## src/rtl/dm_pkg.sv

```systemverilog
// Shared constants for the debug-module system-bus arbiter slice.
package dm_pkg;

    // Value driven on err_o when a bus response arrives with nothing outstanding.
    localparam logic ErrUnexpectedRsp = 1'b1;

endpackage

```

## src/rtl/dm_sbus_id_fifo.sv

```systemverilog
// In-order FIFO of requester indices, one entry per accepted bus transaction.
module dm_sbus_id_fifo #(
    parameter int unsigned Depth = 2,
    parameter int unsigned Width = 1
) (
    input  logic             clk_i,
    input  logic             rst_ni,
    input  logic             push,
    input  logic [Width-1:0] push_data,
    input  logic             pop,
    output logic [Width-1:0] pop_data,
    output logic             full,
    output logic             empty
);

    localparam int unsigned PtrW = (Depth > 1) ? $clog2(Depth) : 1;
    localparam int unsigned CntW = $clog2(Depth + 1);

    logic [Width-1:0] mem_q [Depth];
    logic [PtrW-1:0]  wptr_q;
    logic [PtrW-1:0]  rptr_q;
    logic [CntW-1:0]  cnt_q;

    function automatic logic [PtrW-1:0] next_ptr(input logic [PtrW-1:0] ptr);
        return (32'(ptr) == Depth - 1) ? '0 : ptr + PtrW'(1);
    endfunction

    assign full     = (cnt_q == CntW'(Depth));
    assign empty    = (cnt_q == '0);
    assign pop_data = mem_q[rptr_q];

    always_ff @(posedge clk_i) begin
        if (!rst_ni) begin
            wptr_q <= '0;
            rptr_q <= '0;
            cnt_q  <= '0;
        end else begin
            if (push) wptr_q <= next_ptr(wptr_q);
            if (pop)  rptr_q <= next_ptr(rptr_q);
            case ({push, pop})
                2'b10:   cnt_q <= cnt_q + CntW'(1);
                2'b01:   cnt_q <= cnt_q - CntW'(1);
                default: cnt_q <= cnt_q;
            endcase
        end
    end

    // Storage holds no control state; an empty FIFO never exposes it.
    always_ff @(posedge clk_i) begin
        if (push) mem_q[wptr_q] <= push_data;
    end

endmodule

```

## src/rtl/dm_sbus_arbiter.sv

```systemverilog
// Round-robin arbiter sharing one system-bus master port between debug-side
// requesters; responses are routed back in order through an ID FIFO.
module dm_sbus_arbiter
    import dm_pkg::*;
#(
    parameter int unsigned BusWidth       = 32,
    parameter int unsigned NumReq         = 2,
    parameter int unsigned MaxOutstanding = 2
) (
    input  logic                         clk_i,
    input  logic                         rst_ni,
    input  logic                         dmactive_i,
    input  logic [NumReq-1:0]            req_i,
    input  logic [NumReq*BusWidth-1:0]   add_i,
    input  logic [NumReq-1:0]            we_i,
    input  logic [NumReq*BusWidth-1:0]   wdata_i,
    input  logic [NumReq*BusWidth/8-1:0] be_i,
    output logic [NumReq-1:0]            gnt_o,
    output logic [NumReq-1:0]            r_valid_o,
    output logic [BusWidth-1:0]          r_rdata_o,
    output logic                         master_req_o,
    output logic [BusWidth-1:0]          master_add_o,
    output logic                         master_we_o,
    output logic [BusWidth-1:0]          master_wdata_o,
    output logic [BusWidth/8-1:0]        master_be_o,
    input  logic                         master_gnt_i,
    input  logic                         master_r_valid_i,
    input  logic [BusWidth-1:0]          master_r_rdata_i,
    output logic                         err_o
);

    localparam int unsigned IdxW = (NumReq > 1) ? $clog2(NumReq) : 1;
    localparam int unsigned BeW  = BusWidth / 8;

    logic [IdxW-1:0] rr_q;
    logic [IdxW-1:0] sel_q;
    logic            lock_q;
    logic [IdxW-1:0] sel;
    logic            lock_hold;
    logic            issue;
    logic            push;
    logic            pop;
    logic            fifo_full;
    logic            fifo_empty;
    logic [IdxW-1:0] head;

    // First asserted request at or after ptr, wrapping modulo NumReq.
    function automatic logic [IdxW-1:0] rr_select(input logic [NumReq-1:0] req,
                                                   input logic [IdxW-1:0]   ptr);
        logic [IdxW-1:0] pick;
        logic            found;
        int unsigned     idx;
        pick  = ptr;
        found = 1'b0;
        for (int unsigned i = 0; i < NumReq; i++) begin
            idx = (32'(ptr) + i) % NumReq;
            if (!found && req[idx[IdxW-1:0]]) begin
                pick  = idx[IdxW-1:0];
                found = 1'b1;
            end
        end
        return pick;
    endfunction

    // A stalled request keeps the bus pinned to the same requester unless it withdraws.
    assign lock_hold = lock_q & req_i[sel_q];
    assign sel       = lock_hold ? sel_q : rr_select(req_i, rr_q);
    assign issue     = (|req_i) & dmactive_i & ~fifo_full;
    assign push      = issue & master_gnt_i;
    assign pop       = master_r_valid_i & ~fifo_empty;

    always_comb begin
        master_req_o   = issue;
        master_add_o   = '0;
        master_we_o    = 1'b0;
        master_wdata_o = '0;
        master_be_o    = '0;
        gnt_o          = '0;
        r_valid_o      = '0;
        if (issue) begin
            master_add_o   = add_i[32'(sel)*BusWidth +: BusWidth];
            master_we_o    = we_i[sel];
            master_wdata_o = wdata_i[32'(sel)*BusWidth +: BusWidth];
            master_be_o    = be_i[32'(sel)*BeW +: BeW];
        end
        if (push) gnt_o[sel] = 1'b1;
        if (pop)  r_valid_o[head] = 1'b1;
    end

    assign r_rdata_o = master_r_rdata_i;
    assign err_o     = (master_r_valid_i & fifo_empty) ? ErrUnexpectedRsp : 1'b0;

    always_ff @(posedge clk_i) begin
        if (!rst_ni) begin
            rr_q   <= '0;
            sel_q  <= '0;
            lock_q <= 1'b0;
        end else begin
            lock_q <= issue & ~master_gnt_i;
            if (issue & ~master_gnt_i) sel_q <= sel;
            if (push) rr_q <= (32'(sel) == NumReq - 1) ? '0 : sel + IdxW'(1);
        end
    end

    dm_sbus_id_fifo #(
        .Depth (MaxOutstanding),
        .Width (IdxW)
    ) i_id_fifo (
        .clk_i     (clk_i),
        .rst_ni    (rst_ni),
        .push      (push),
        .push_data (sel),
        .pop       (pop),
        .pop_data  (head),
        .full      (fifo_full),
        .empty     (fifo_empty)
    );

endmodule

```

## config.mk

```make
export PLATFORM = sky130hd
export DESIGN_NAME = dm_sbus_arbiter
export DESIGN_NICKNAME = d
export VERILOG_FILES = /design/src/rtl/dm_pkg.sv /design/src/rtl/dm_sbus_id_fifo.sv /design/src/rtl/dm_sbus_arbiter.sv
export SDC_FILE = /design/constraint.sdc
export NUM_CORES = 1
export LEC_CHECK = 0
export BUFFER_PORTS_ARGS = -buffer_cell sky130_fd_sc_hd__clkbuf_2
export CAP_MARGIN = 20
export CORE_AREA = 10 10 101 103
export CTS_BUF_LIST = sky130_fd_sc_hd__clkbuf_16
export CTS_CLUSTER_DIAMETER = 80
export CTS_CLUSTER_SIZE = 28
export DETAILED_ROUTE_END_ITERATION = 7
export DIE_AREA = 0 0 111 113
export PLACE_DENSITY_LB_ADDON = 0.2
export SLEW_MARGIN = 20
export SYNTH_ARGS = -nofsm -noshare
export SYNTH_HDL_FRONTEND = slang
export SYNTH_SLANG_ARGS = --single-unit
```

## constraint.sdc

```tcl
create_clock -name clk_i -period 2.6 [get_ports clk_i]
set_input_delay 0.13 -clock clk_i [delete_from_list [all_inputs] [get_ports clk_i]]
set_output_delay 0.13 -clock clk_i [all_outputs]
set_load 0.1 [all_outputs]
```

### After elaboration in Yosys (flattened, before gate mapping)

Memory sizes are Yosys's and may differ from the RTL's. A register that Yosys moved wholly into a read port is not among the register bits.
Cells that the tools add are included.

| cells by class | value |
|---|---|
| add/subtract/negate cells | 6 |
| order comparisons | 7 |
| equality and inequality tests | 3 |
| shift-type cells | 3 |
| mux-type cells | 30 |
| bitwise operators | 10 |
| reduce and logical (&&, ||, !) cells | 7 |

Operator list:

| cell | count |
|---|---|
| $shiftx 64x7->32 | 2 |
| $mux 32 | 2 |
| $mux 1 | 22 |
| $lt 1x2->1 const B | 5 |
| $shiftx 8x4->4 | 1 |
| $and 1x1->1 | 7 |
| $add 1x1->1 const B | 4 |
| $eq 2x2->1 const B | 2 |
| $mux 2 | 2 |
| $mux 4 | 1 |
| $pmux 2 s2 | 1 |
| $logic_and 1x1->1 | 3 |
| $not 1->1 | 3 |
| $add 2x1->2 const B | 1 |
| $demux 1 s1 | 2 |
| $eq 2x1->1 const B | 1 |
| $ge 1x1->1 const B | 2 |
| $logic_not 2->1 | 1 |
| $reduce_bool 2->1 | 1 |
| $reduce_or 2->1 | 1 |
| $sub 2x1->2 const B | 1 |
| $logic_not 1->1 | 1 |

| word-level totals | value |
|---|---|
| register bits | 7 |
| memory bits (writable) | 2 |
| bits of input ports | 177 |
| memories kept | 1 |

Memories:

| name | words | width | read ports | clocked after memory_dff | wr ports | RTL line | source |
|---|---|---|---|---|---|---|---|
| i_id_fifo.mem_q | 2 | 1 | 1 | 1 | 1 | dm_sbus_id_fifo.sv:19 | `logic [Width-1:0] mem_q [Depth];` |

### Logic depth before layout (Yosys ltp)

| logic depth | value |
|---|---|
| depth after elaboration | 12 |
| gate-level depth with buffers | 7 |
| gate-level depth less buffers | 6 |

### Modules after synthesis

From an unflattened synthesis, not the netlist that was laid out.

| unflattened totals | value |
|---|---|
| cell total of the unflattened synthesis | 330 |
| area total of the unflattened synthesis | 1951.9 µm² |

By module, submodules not included:

| module | instances | cells an instance | area an instance (µm²) |
|---|---|---|---|
| dm_sbus_arbiter | 1 | 305 | 1664.1 |
| dm_sbus_id_fifo | 1 | 25 | 287.8 |

### Least setup slack after synthesis

OpenSTA, ideal clock, no wires.

| timing | value |
|---|---|
| kind | register to output |
| from | register i_id_fifo.cnt_q[0] |
| to | output port err_o |
| arrival | 2.542 ns |
| required time | 2.470 ns |
| slack | -0.072 ns |
| cell stages (with the launch flop) | 2 |
| path buffers | 0 |
| cell sequence | dfxtp_1 > nor3b_1 |

| between the ends | value |
|---|---|
| cells in the longest elaborated chain, start to end | 3 |

Ends and longest elaborated chain:

| element | RTL line | source |
|---|---|---|
| from (decl) | dm_sbus_id_fifo.sv:22 | `logic [CntW-1:0] cnt_q;` |
| from (signal assigned) | dm_sbus_id_fifo.sv:41 | `2'b10: cnt_q <= cnt_q + CntW'(1);` |
| from (signal assigned) | dm_sbus_id_fifo.sv:42 | `2'b01: cnt_q <= cnt_q - CntW'(1);` |
| from (signal assigned) | dm_sbus_id_fifo.sv:43 | `default: cnt_q <= cnt_q;` |
| $logic_not 2->1 | dm_sbus_id_fifo.sv:29 | `assign empty = (cnt_q == '0);` |
| $and 1x1->1 | dm_sbus_arbiter.sv:91 | `assign err_o = (master_r_valid_i & fifo_empty) ? ErrUnexpectedRsp : 1'b0;` |
| $mux 1 | dm_sbus_arbiter.sv:91 |  |
| to (decl) | dm_sbus_arbiter.sv:29 | `output logic err_o` |

Every way passes these cells.

### Worst setup path after layout

| timing | value |
|---|---|
| from | register i_id_fifo.cnt_q[0] |
| to | output port master_we_o |

| between the ends | value |
|---|---|
| cells in the longest elaborated chain, start to end | 4 |

Ends and longest elaborated chain:

| element | RTL line | source |
|---|---|---|
| $eq 2x2->1 | dm_sbus_id_fifo.sv:28 | `assign full = (cnt_q == CntW'(Depth));` |
| $not 1->1 | dm_sbus_arbiter.sv:68 | `assign issue = (\|req_i) & dmactive_i & ~fifo_full;` |
| $and 1x1->1 | dm_sbus_arbiter.sv:68 |  |
| $mux 1 | dm_sbus_arbiter.sv:80 | `if (issue) begin` |
| to (decl) | dm_sbus_arbiter.sv:23 | `output logic master_we_o,` |

Every way passes these cells.

==> summary.txt <==
WORST HOLD PATH
--------------------------------------------------------------------------------
Number of stages on the worst hold path ...........................            2
Min-Delay Startpoint .............................................. master_gnt_i
Sink of the worst hold path .......................................       lock_q
Hold WC Path Type .................................................       in2reg

ROUTE
--------------------------------------------------------------------------------
Routed vias .......................................................         2960
Drt wl/cell .......................................................     18.49 um
Total detailed-routing wirelength .................................     10.98 mm
Number of vias per cell after detailed routing ....................        4.983
1st-iter DRT viols ................................................          119
Residual DRC count ................................................            0
Antenna viol nets, final ..........................................            0
Detailed-routing iteration count for the pre-antenna-repair pass ..            6

LOGIC SYNTHESIS
--------------------------------------------------------------------------------
Share of the synthesized area in the top cell type ................       22.02%
Most area-consuming cells after synthesis ......................... sky130_fd_sc_hd__nand4_1 (22%), sky130_fd_sc_hd__o21ai_1 (18%), sky130_fd_sc_hd__buf_4 (16%), sky130_fd_sc_hd__nand2_1 (14%), sky130_fd_sc_hd__dfxtp_1 (8.2%)
Sequential-to-total area share from yosys stat ....................       11.23%
Post-synthesis instance area ......................................    1961 um^2
Cell taking the most area after synthesis ......................... sky130_fd_sc_hd__nand4_1
Net Count, Synth ..................................................          506
Ys Warns ..........................................................            0
Flip-flop and latch count after synthesis .........................           10
Count of mapped cells out of synthesis ............................          328
Netlist cell types ................................................           30
Synthesized area per cell .........................................   5.978 um^2

WORST SETUP PATH
--------------------------------------------------------------------------------
Worst Reg-to-Reg Cells ............................................            5
Arrival time of data at the critical path endpoint ................      2.13 ns
Nature of the critical path endpoint .............................. primary output
Largest fanout on the critical path ...............................           56
Worst Path Class, Setup ...........................................      reg2out
Worst r2r src ..................................................... i_id_fifo.cnt_q[0]
Kind of launch point of the worst setup path ......................         flop
Required arrival time at the worst endpoint .......................      2.47 ns
End of the worst register-to-register path ........................ i_id_fifo.cnt_q[1]
Flop2flop setup slack .............................................      0.78 ns

POWER AND IR DROP
--------------------------------------------------------------------------------
Leakage component of the power ....................................  0.001797 uW
Post-route total power ............................................      2581 uW
VDD IR-drop max ...................................................     277.7 uV
Power density over the cells ...................................... 651.4 nW/um^2

GLOBAL ROUTE
--------------------------------------------------------------------------------
Gr usage total ....................................................       15.99%
Maximum number of pins on one net before global-route repair ......           86
Number of antenna violations at the first check in global routing .            2
Global-route wire length before repair ............................     16.91 mm
Vias in the first global route ....................................         3025
Global-route congestion overflow total ............................            0

CLOCK TREE
--------------------------------------------------------------------------------
Maximum number of buffers from clock root to sink .................            2
PostCTS Resize Cnt ................................................            0
Clock insertion delay at the later pin of the skew report .........      0.23 ns
Clock tree from TritonCTS .........................................        built
Post-CTS setup-driven buffer insertion count ......................            0
Level count of the clock H-tree ...................................            1
Root buffer cell .................................................. sky130_fd_sc_hd__clkbuf_16
Clk sinks .........................................................           10
Clock Pin Slew Worst Setup and Hold Paths .........................      0.04 ns
Total CTS buffers .................................................            3
Hold bufs inserted after CTS ......................................            0

RUN
--------------------------------------------------------------------------------
Number of max-cap violations ......................................            0

TIMING
--------------------------------------------------------------------------------
Transition time at the pin with the least slew margin .............    0.7429 ns
Fmax ..............................................................   0.4425 GHz
Part of the cycle the worst path needs ............................       86.92%
PnR worst setup slack .............................................    0.3401 ns
Worst slew margin relative to its limit ...........................       50.47%
Final count of pins violating max slew ............................            0
Final critical-path required period ...............................     2.260 ns
Unrepaired setup endpoints after global routing ...................           no
Hold violation count in the final report ..........................            0
Fin Clk Skew ......................................................  0.002687 ns
Setup violations, final ...........................................            0

FINISH
--------------------------------------------------------------------------------
Post-Layout Cell Count ............................................          594
Share of post-route cells with drive strength above 1 .............       48.16%
Register area .....................................................   220.2 um^2
Commonest non-fill, non-tap cell in the layout .................... sky130_fd_sc_hd__clkbuf_2
Total area of multi-input combinational cells .....................    1303 um^2
Highest-count cells in the layout ignoring fill and taps .......... sky130_fd_sc_hd__clkbuf_2 (149), sky130_fd_sc_hd__nand2_1 (71), sky130_fd_sc_hd__buf_12 (71)
Area growth syn-to-layout .........................................       102.1%
Total of fill cells in the finished design ........................          803
# nets final ......................................................          667
Final core utilization ............................................       48.72%

PLACEMENT
--------------------------------------------------------------------------------
Total placed cells including tap cells ............................          589
Worst setup slack before clock tree synthesis .....................    0.5805 ns
Count of buffers from port buffering ..............................          219
Final weighted congestion in routability-driven placement .........       0.8511
Half-perimeter wire length of the detailed placement result .......     8.999 mm

FLOORPLANNING
--------------------------------------------------------------------------------
Die extent in x ...................................................       111 um
Core Area .........................................................    8134 um^2
Std cell rows .....................................................           33
Die area ..........................................................   12540 um^2
Initial standard-cell utilization of the core .....................       24.10%
Top-level I/O count ...............................................          284
Die Y-Extent ......................................................       113 um

RUN STATUS
--------------------------------------------------------------------------------
Status ............................................................ complete, no violations

==> flip-flops by register name, summed over array words and instances, names as in the netlist, named ones only <==
signal,flops
i_id_fifo.cnt_q,2
i_id_fifo.mem_q,2
i_id_fifo.rptr_q,1
i_id_fifo.wptr_q,1
lock_q,1
rr_q,1
sel_q,1
==> layout make-up <==
class                   instances  share of cell area (%)
repair buffers                226                   55.83
well taps                     105                   3.315
flip-flops and latches         10                   5.557
clock inverters                 1                 0.09473
clock buffers                   3                   1.895
diodes                          1                 0.06315
multi-input cells             244                   32.87
inverters                       4                  0.3789
==> cell families (layout without fill, tap and decap cells) <==
family                     Yosys count  after routing  share of synthesized area [%]
AOI/OAI and AO/OA                   78             78                          21.12
buffers and inverters               74            234                          23.80
xor gates and xnor gates             4              4                          1.787
muxes                                1              1                         0.5106
adders and majority gates            1              1                         0.6381
and+or+nand+nor                    160            160                          40.91
other                                0              1                              0
DFF                                 10             10                          11.23
==> worst max-delay path, stage by stage (launching register included) <==
cell	delay (ns)
sky130_fd_sc_hd__dfxtp_1	0.42
sky130_fd_sc_hd__nand2b_1	0.20
sky130_fd_sc_hd__o211a_4	0.20
sky130_fd_sc_hd__buf_4	0.45
sky130_fd_sc_hd__nand2_1	0.10
sky130_fd_sc_hd__o21ai_1	0.29
sky130_fd_sc_hd__buf_12	0.22
==> synth_stat cells <==
library cell,n
sky130_fd_sc_hd__buf_4,43
sky130_fd_sc_hd__o21ai_2,2
sky130_fd_sc_hd__edfxtp_1,2
sky130_fd_sc_hd__a211o_1,1
sky130_fd_sc_hd__buf_6,1
sky130_fd_sc_hd__nand2b_1,1
sky130_fd_sc_hd__or3_1,1
sky130_fd_sc_hd__buf_1,3
sky130_fd_sc_hd__and2_1,2
sky130_fd_sc_hd__buf_2,16
sky130_fd_sc_hd__nand3_1,1
sky130_fd_sc_hd__xor2_1,3
sky130_fd_sc_hd__o21ai_1,69
sky130_fd_sc_hd__clkbuf_1,7
sky130_fd_sc_hd__nand4_1,69
sky130_fd_sc_hd__nand2_1,71
sky130_fd_sc_hd__ha_1,1
sky130_fd_sc_hd__a21oi_1,1
sky130_fd_sc_hd__nor2b_1,2
sky130_fd_sc_hd__o211a_1,2
sky130_fd_sc_hd__nor3b_1,2
sky130_fd_sc_hd__nor2_1,9
sky130_fd_sc_hd__dfxtp_1,8
sky130_fd_sc_hd__and3_1,2
sky130_fd_sc_hd__o21ai_0,2
sky130_fd_sc_hd__o31ai_1,1
sky130_fd_sc_hd__inv_2,1
sky130_fd_sc_hd__xnor2_1,1
sky130_fd_sc_hd__inv_1,3
sky130_fd_sc_hd__mux2i_1,1
==> where the power goes <==
| group | internal, uW | total [uW] | switching [uW] |
|---|---|---|---|
| clock | 201 | 268 | 67.0 |
| combinational | 670 | 2100 | 1430 |
| sequential | 188 | 212 | 24.1 |
==> through the flow <==
step	instance area (um^2)	TNS, ns	hold slack [ns]
2_1_floorplan	1966	-0.06263	0.2189
3_3_place_gp	3881	0	0.2607
3_5_place_dp	3881	0	0.2607
4_1_cts	3960	0	0.1092
5_1_grt	3963	0	0.1384
6_report	3963	0	0.1163
==> how the worst max path moves through the flow <==
stage               slack (ns)                from                 end
global route              0.19  i_id_fifo.cnt_q[0]         master_we_o
detailed placement        0.58  i_id_fifo.cnt_q[0]         master_we_o
finish                    0.34  i_id_fifo.cnt_q[0]         master_we_o
CTS                       0.33  i_id_fifo.cnt_q[0]         master_we_o
floorplan               -0.002  i_id_fifo.cnt_q[0]  master_wdata_o[10]
global placement          0.66  i_id_fifo.cnt_q[0]         master_we_o
==> per-layer routing <==
layer	share of wire (%)	routed length [um]	GRT usage, %	up-vias
met3	9.8	1072	6.392	30
met4	1.8	196	4.948	2
li1	-	-	-	1471
met5	0.12	13	0	-
met2	52	5741	29.56	167
met1	36	3959	16.13	1290
Note: power is estimated with default switching activity, not from simulation.
